[config.mk]
export PLATFORM = sky130hd
export DESIGN_NAME = prog_loader
export DESIGN_NICKNAME = d
export VERILOG_FILES = /design/src/rtl/prog_loader_pkg.sv /design/src/rtl/prog_loader_ctr.sv /design/src/rtl/prog_loader.sv
export SDC_FILE = /design/constraint.sdc
export NUM_CORES = 1
export LEC_CHECK = 0
export ABC_CLOCK_PERIOD_IN_PS = 2000
export CORE_MARGIN = 5
export CORE_UTILIZATION = 37
export DETAILED_ROUTE_END_ITERATION = 16
export PLACE_DENSITY_LB_ADDON = 0.25
export SYNTH_ARGS = -nofsm -noshare
export SYNTH_HDL_FRONTEND = slang
export SYNTH_SLANG_ARGS = --single-unit
[constraint.sdc]
create_clock -name clk -period 2 [get_ports clk]
set_input_delay 0.2 -clock clk [delete_from_list [all_inputs] [get_ports clk]]
set_output_delay 0.2 -clock clk [all_outputs]
set_load 0.1 [all_outputs]
[src/rtl/prog_loader_pkg.sv]
// Shared types and widths for the program loader.
package prog_loader_pkg;

  localparam int unsigned REG_IDX_W = 5;
  localparam int unsigned WORD_W    = 32;

  typedef enum logic [2:0] {
    StIdle,
    StLoad,
    StRun,
    StRead,
    StResult,
    StError
  } state_e;

endpackage

[src/rtl/prog_loader_ctr.sv]
// Program word-address counter and cpu run-cycle counter, each with clear/enable/terminal count.
module prog_loader_ctr #(
  parameter int unsigned ADDR_W     = 10,
  parameter int unsigned MAX_CYCLES = 100
) (
  input  logic              clk_i,
  input  logic              rst_ni,
  input  logic              addr_clr_i,
  input  logic              addr_en_i,
  output logic [ADDR_W-1:0] addr_o,
  output logic              addr_tc_o,
  input  logic              cnt_clr_i,
  input  logic              cnt_en_i,
  output logic              cnt_tc_o
);

  localparam int unsigned CntW = $clog2(MAX_CYCLES + 1);

  logic [ADDR_W-1:0] addr_q;
  logic [CntW-1:0]   cnt_q;

  always_ff @(posedge clk_i) begin
    if (!rst_ni) begin
      addr_q <= '0;
    end else if (addr_clr_i) begin
      addr_q <= '0;
    end else if (addr_en_i) begin
      addr_q <= addr_q + ADDR_W'(1);
    end
  end

  always_ff @(posedge clk_i) begin
    if (!rst_ni) begin
      cnt_q <= '0;
    end else if (cnt_clr_i) begin
      cnt_q <= '0;
    end else if (cnt_en_i) begin
      cnt_q <= cnt_q + CntW'(1);
    end
  end

  assign addr_o    = addr_q;
  assign addr_tc_o = (addr_q == '1);
  // Terminal one cycle early so the run lasts exactly MAX_CYCLES cycles.
  assign cnt_tc_o  = (cnt_q == CntW'(MAX_CYCLES - 1));

endmodule

[src/rtl/prog_loader.sv]
// Host-side program loader: streams words into cpu memory, runs the cpu, reads back a result.
// Optional PROG_LOADER_CHECKSUM_EN adds a load_sum output (mod-2^32 sum of the loaded words).
module prog_loader
  import prog_loader_pkg::*;
#(
  parameter int unsigned ADDR_W     = 10,
  parameter int unsigned RES_REG    = 2,
  parameter int unsigned MAX_CYCLES = 100
) (
  input  logic                 clk,
  input  logic                 reset_n,
  input  logic                 in_valid,
  output logic                 in_ready,
  input  logic [WORD_W-1:0]    in_data,
  input  logic                 in_last,
  output logic                 mem_we,
  output logic [ADDR_W-1:0]    mem_addr,
  output logic [WORD_W-1:0]    mem_wdata,
  output logic                 cpu_run,
  input  logic                 halt,
  output logic [REG_IDX_W-1:0] dbg_raddr,
  input  logic [WORD_W-1:0]    dbg_rdata,
  output logic                 res_valid,
  input  logic                 res_ready,
  output logic [WORD_W-1:0]    res_data,
  output logic                 res_tmo,
`ifdef PROG_LOADER_CHECKSUM_EN
  output logic [WORD_W-1:0]    load_sum,
`endif
  output logic                 load_err
);

  localparam logic [REG_IDX_W-1:0] ResIdx = REG_IDX_W'(RES_REG);

  state_e                 state_q;
  logic                   run_q;
  logic [REG_IDX_W-1:0]   raddr_q;
  logic                   valid_q;
  logic [WORD_W-1:0]      data_q;
  logic                   tmo_q;
  logic                   err_q;

  logic                   loading;
  logic                   xfer;
  logic                   res_hs;
  logic [ADDR_W-1:0]      addr;
  logic                   addr_tc;
  logic                   cnt_tc;

  // Gating with reset_n keeps every output low while reset is held.
  assign loading = reset_n && ((state_q == StIdle) || (state_q == StLoad));
  assign xfer    = in_valid && loading;
  assign res_hs  = (state_q == StResult) && res_ready;

  prog_loader_ctr #(
    .ADDR_W     (ADDR_W),
    .MAX_CYCLES (MAX_CYCLES)
  ) u_ctr (
    .clk_i      (clk),
    .rst_ni     (reset_n),
    .addr_clr_i (res_hs),
    .addr_en_i  (xfer),
    .addr_o     (addr),
    .addr_tc_o  (addr_tc),
    .cnt_clr_i  (res_hs),
    .cnt_en_i   (state_q == StRun),
    .cnt_tc_o   (cnt_tc)
  );

  always_ff @(posedge clk) begin
    if (!reset_n) begin
      state_q <= StIdle;
      run_q   <= 1'b0;
      raddr_q <= '0;
      valid_q <= 1'b0;
      data_q  <= '0;
      tmo_q   <= 1'b0;
      err_q   <= 1'b0;
    end else begin
      unique case (state_q)
        StIdle, StLoad: begin
          if (xfer) begin
            if (in_last) begin
              state_q <= StRun;
              run_q   <= 1'b1;
            end else if (addr_tc) begin
              state_q <= StError;
              err_q   <= 1'b1;
            end else begin
              state_q <= StLoad;
            end
          end
        end
        StRun: begin
          // Halt takes precedence over timeout when both land in the same cycle.
          if (halt || cnt_tc) begin
            state_q <= StRead;
            run_q   <= 1'b0;
            tmo_q   <= !halt;
            raddr_q <= ResIdx;
          end
        end
        StRead: begin
          data_q  <= dbg_rdata;
          valid_q <= 1'b1;
          raddr_q <= '0;
          state_q <= StResult;
        end
        StResult: begin
          if (res_ready) begin
            valid_q <= 1'b0;
            tmo_q   <= 1'b0;
            data_q  <= '0;
            state_q <= StIdle;
          end
        end
        StError: begin
          state_q <= StError;
        end
        default: begin
          state_q <= StIdle;
        end
      endcase
    end
  end

`ifdef PROG_LOADER_CHECKSUM_EN
  logic [WORD_W-1:0] sum_q;

  // First word of a load restarts the sum; frozen whenever no word is accepted.
  always_ff @(posedge clk) begin
    if (!reset_n) begin
      sum_q <= '0;
    end else if (xfer) begin
      sum_q <= (state_q == StIdle) ? in_data : (sum_q + in_data);
    end
  end

  assign load_sum = sum_q;
`endif

  assign in_ready  = loading;
  assign mem_we    = xfer;
  assign mem_addr  = xfer ? addr : '0;
  assign mem_wdata = xfer ? in_data : '0;
  assign cpu_run   = run_q;
  assign dbg_raddr = raddr_q;
  assign res_valid = valid_q;
  assign res_data  = data_q;
  assign res_tmo   = tmo_q;
  assign load_err  = err_q;

endmodule
==> flow_summary.ini, run 1 <==
[status]
status = finished clean

[power_and_ir_drop]
vdd_ir_drop_max_v = 0.0006561
power_density_nw_per_um2 = 659.7
finalPower_uw = 3098
leakagePower_uw = 0.001983

[drt]
drc = 0
dr.first_iter.drc_count = 117
vias = 2431
finalWirelength_mm = 7.682
viasPerCell = 4.921
wl_per_cell_um = 15.55
ant_nets = 0
dr.pass1.iters = 4

[placed_design]
dpl_cell_area_um2 = 4472
place.gp.congestion = 0.8531
hpwl_mm = 5.994
port_buffers = 150
placed_cells = 478

[critical_path]
path_buf_inv = 3
critical_path.slowest_cell = dfxtp_2
crit_required_ns = 1.80
cp-start-kind = flop
arrival_ns = 1.67
path_cells = nor2_4 -> nand3_2 -> clkinv_2 -> buf_4 -> and2_2 -> buf_12
cp_top_family = buffers and inverters
path_max_fanout = 13
max_stage_delay_ns = 0.46
crit-reg2reg-launch = state_q[1]
cp-end-kind = output port
worst-r2r-setup-slack_ns = 0.35
crit_start = state_q[2]
critPathKind = reg2out

[worst_hold_path]
hp-class = reg2reg
worstHoldStart = res_valid

[logic_synthesis]
synthDistinctLibCells = 42
synth_async_sr_flop_share_pct = 0
synthCells = 260
ys_ff_latch = 57
synth_edf_count = 0
ys_warn_count = 0
synth_area_leaders = dfxtp_1, and2_1, a22o_1, nand2_1, a21oi_1
synth_area_per_cell_um2 = 9.567
synth_top_cell_area_share_pct = 45.88
synthesis.area_um2 = 2487
yosysSeqAreaShare_pct = 45.88
synth_flop_cell = dfxtp_1
yosys.area.top_type = dfxtp_1

[sta]
hold_viol_final = 0
slew_viol_final = 0
rsz0062_at_grt = no
setup_viol = 0
fin_crit_ns = 1.874
period_share_pct = 93.71
timing.fmax_mhz = 533.6
skew_ns = 0.005254

[layout]
final_common_cell = clkdlybuf4s50_1
fin_area_um2 = 4696
final_nets = 484
antenna_cells = 0
instances_no_fill = 494
syn_to_final_growth_pct = 88.78
final_cell_mix = clkdlybuf4s50_1, dfxtp_1, buf_12
drive_above_1_share_pct = 36.93

[run]
maxCapViolations = 0

[global_route]
grt.total_usage_pct = 18.10
grt_max_degree = 36
grt_pass1_wl_mm = 12.26
antenna_found_initial = 0
grt_pass1_vias = 2394
gr-total-overflow = 0

[die]
start_util_pct = 38.51
die_x_um = 91.99
die_h_um = 91.99
coreArea_um2 = 6459
num_rows = 29
dieArea_um2 = 8462
io_pins = 155

[cts]
cts_setup_buffers = 0
cts_sinks = 57
tritoncts = done
numCtsBuffers = 9
htree_levels = 3
clk_pin_slew_ns = 0.07
cts_max_path_buffers = 2
insertion_delay_ns = 0.33
root_buffer = clkbuf_8
-- worst paths after layout --
kind,cells past startpoint,end
worst max register to register,5,res_data[15]
worst min register to register,1,res_valid
worst max-delay path,6,mem_addr[2]
worst min-delay path,1,res_valid
-- stage by stage --
step / setup TNS, ns / hold slack (ns) / worst slack (ns) / util (%)
finish: 0 / 0.4597 / 0.1258 / 72.70
global route: 0 / 0.4421 / 0.01437 / 72.70
CTS: 0 / 0.4461 / 0.06454 / 72.57
detailed placement: 0 / 0.4409 / 0.1107 / 69.24
global placement: 0 / 0.4355 / 0.1393 / 69.24
floorplan: -0.05162 / 0.3327 / -0.05162 / -
-- logic make-up after synthesis --
group           synth area share [%]
simple gates                   24.29
buf+inv                        5.433
compound gates                 20.02
flops                          45.88
fa+ha+maj                      1.006
xor+xnor                       2.817
mux                           0.4024
other cells                   0.1508
-- cell type report --
| class | instances | area, um^2 |
|---|---|---|
| Clock buffer | 10 | 127.6 |
| Clock inverter | 6 | 82.58 |
| Fill cell | 465 | 1763 |
| Inverter | 5 | 20.02 |
| Multi-Input combinational cell | 180 | 1285 |
| Sequential cell | 57 | 1142 |
| Tap cell | 77 | 96.34 |
| Timing Repair Buffer | 159 | 1942 |
-- metal layers --
| layer | up-vias | GRT usage [%] | wire length (um) |
|---|---|---|---|
| met3 | 4 | 5.483 | 387 |
| met5 | - | 0 | 0 |
| met1 | 1145 | 20.90 | 2973 |
| li1 | 1216 | - | - |
| met2 | 66 | 32.60 | 4278 |
| met4 | 0 | 4.579 | 42 |
-- synthesized netlist by cell type (2+ instances only) --
master,n
nor2_1,12
xnor2_1,4
o211ai_1,3
or3_1,3
ha_1,2
o21ai_0,3
and2_1,45
nor2b_1,2
a21oi_1,12
o21a_1,2
buf_4,5
xor2_1,4
o221a_2,2
nand4_1,4
nor3_1,2
a22o_1,32
o31ai_1,3
or4_1,3
inv_1,4
nand4bb_1,2
and3_1,4
buf_2,8
nand2_1,18
dfxtp_1,57
clkbuf_1,7
-- state kept, by name, indices dropped and copies added (netlist names), 3 cells and up --
| signal | cells |
|---|---|
| u_ctr.cnt_q | 7 |
| u_ctr.addr_o | 10 |
| state_q | 3 |
| res_data | 32 |
-- report_power, final --
part / internal (uW) / total (uW) / switching (uW)
logic: 317 / 775 / 458
clock network: 695 / 1150 / 459
registers: 1150 / 1170 / 17.4
total: 2160 / 3100 / 934
-- timing repair --
action | 4_1_cts | 5_1_grt
resized for setup | 2 | 2
endpoints found under the setup margin | 31 | 31
pin swaps | 0 | 0
hold buffers | 0 | 0
Power figures use the tool's default switching activity.
==> run 2, diff against run 1 <==
--- a/config.mk
+++ b/config.mk
@@ -9,7 +9,7 @@
 export CORE_MARGIN = 5
 export CORE_UTILIZATION = 37
 export DETAILED_ROUTE_END_ITERATION = 16
-export PLACE_DENSITY_LB_ADDON = 0.25
+export PLACE_DENSITY = 0.86
 export SYNTH_ARGS = -nofsm -noshare
 export SYNTH_HDL_FRONTEND = slang
 export SYNTH_SLANG_ARGS = --single-unit
==> run 2 against run 1 <==
Global-route usage grew 0.53 points. Fmax rose by 1.6%. Critical path depth stayed put. Hold slack about the same. Total power is essentially flat. Clock power barely moved. Non-clock buffer count rose by 2. Final area rose by 0.13%. Final cell count up 0.40%. Sequential share of layout area shrank 0.059 points.
==> flow_summary.ini, run 2 (synthesized netlist as in run 1, its figures left out) <==
[layout]
fin_area_um2 = 4702
drive_above_1_share_pct = 36.75
final_common_cell = clkdlybuf4s50_1
final_nets = 486
largest_reg_flops = 32
fillCellCount = 483
final_cell_mix = clkdlybuf4s50_1, dfxtp_1, buf_4
antenna_cells = 0
syn_to_final_growth_pct = 89.03

[cts]
insertion_delay_ns = 0.32
numCtsBuffers = 9
clk_pin_slew_ns = 0.07
htree_levels = 3
cts_setup_buffers = 0
cts_max_path_buffers = 2
cts_hold_buf = 0
cts_resized = 0
root_buffer = clkbuf_8
cts_sinks = 57
tritoncts = done

[power_and_ir_drop]
power_density_nw_per_um2 = 659.1
power_frac_seq_pct = 37.7
vdd_ir_drop_max_v = 0.0004628
p_int_uw = 2169
swShare_pct = 30.00
leakagePower_uw = 0.001984
p_sw_uw = 929.8
p_clk_share_pct = 37.2
combPwrFrac_pct = 25.1
finalPower_uw = 3099

[critical_path]
crit_required_ns = 1.80
cp-end-kind = output port
arrival_ns = 1.65
cp-start-kind = flop
path_cells = nor2_4 -> nand3_2 -> clkinv_2 -> buf_6 -> and2_1 -> buf_12
critical_path.slowest_cell = dfxtp_1
critPathKind = reg2out
cp_top_family = buffers and inverters
max_stage_delay_ns = 0.33
path_max_fanout = 25
path_buf_inv = 3

[sta]
hold_ws_ns = 0.4594
timing.fmax_mhz = 542.0
slew_viol_final = 0
skew_ns = 0.008380
hold_viol_final = 0
fin_tns_setup_ns = 0
fin_crit_ns = 1.845
rsz0062_at_grt = no
period_share_pct = 92.26
setup_viol = 0

[die]
coreArea_um2 = 6459
die_h_um = 91.99
num_rows = 29
dieArea_um2 = 8462
start_util_pct = 38.51
die_x_um = 91.99
io_pins = 155

[global_route]
grt_max_degree = 34
antenna_found_initial = 0
grt.total_usage_pct = 18.63
gr-total-overflow = 0
grt_pass1_wl_mm = 12.68
grt_pass1_vias = 2536

[drt]
dr.pass1.iters = 4
ant_nets = 0
viasPerCell = 5.036
wl_per_cell_um = 16.06
finalWirelength_mm = 7.968
drc = 0
vias = 2498
dr.first_iter.drc_count = 96

[placed_design]
port_buffers = 150
hpwl_mm = 6.296
place.gp.congestion = 0.7890
dpl_cell_area_um2 = 4487

[worst_hold_path]
hp-class = reg2reg

[run]
maxCapViolations = 0

[status]
status = finished clean
run 2: through the flow:
stage / instances / utilization [%] / setup WS (ns)
2_1_floorplan: 263 / - / -0.05162
3_3_place_gp: 480 / 69.47 / 0.2155
3_5_place_dp: 480 / 69.47 / 0.1619
4_1_cts: 496 / 72.74 / 0.05968
5_1_grt: 496 / 72.80 / 0.006886
6_report: 496 / 72.80 / 0.1549
run 2: layout make-up:
cell class	instances	area, um^2	share of cell area (%)
inverters	5	20.02	0.4258
well taps	77	96.34	2.049
clock inverters	5	80.08	1.703
flip-flops and latches	57	1141	24.27
repair buffers	161	1948	41.43
clock buffers	11	131.4	2.794
multi-input cells	180	1285	27.33
run 2: final timing paths:
check | startpoint | to | slack [ns] | cells past startpoint
worst min-delay path | res_valid | res_valid | 0.46 | 1
worst min register to register | res_valid | res_valid | 0.46 | 1
worst max register to register | state_q[1] | res_data[28] | 0.36 | 5
worst max-delay path | state_q[1] | mem_wdata[31] | 0.15 | 6
run 2: power by group through the flow:
stage	Sequential [uW]	Clock [uW]	Combinational (uW)
finish	1170	1150	778
global route	1170	1240	804
CTS	1170	1170	782
detailed placement	1190	0	779
global placement	1190	0	767
floorplan	1260	0	390
run 2: metal layers:
| layer | track usage [%] | up-vias | share of wire [%] |
|---|---|---|---|
| li1 | - | 1219 | - |
| met2 | 33.94 | 102 | 54 |
| met5 | 0 | - | 0 |
| met4 | 5.074 | 0 | 0.90 |
| met1 | 21.21 | 1166 | 39 |
| met3 | 5.401 | 11 | 6.6 |
==> run 3, diff against run 2 <==
--- a/config.mk
+++ b/config.mk
@@ -10,6 +10,7 @@
 export CORE_UTILIZATION = 37
 export DETAILED_ROUTE_END_ITERATION = 16
 export PLACE_DENSITY = 0.86
+export SLEW_MARGIN = 25
 export SYNTH_ARGS = -nofsm -noshare
 export SYNTH_HDL_FRONTEND = slang
 export SYNTH_SLANG_ARGS = --single-unit
==> results of run 3 <==
The final DEF is identical to that of run 2; final timing and power are the same.
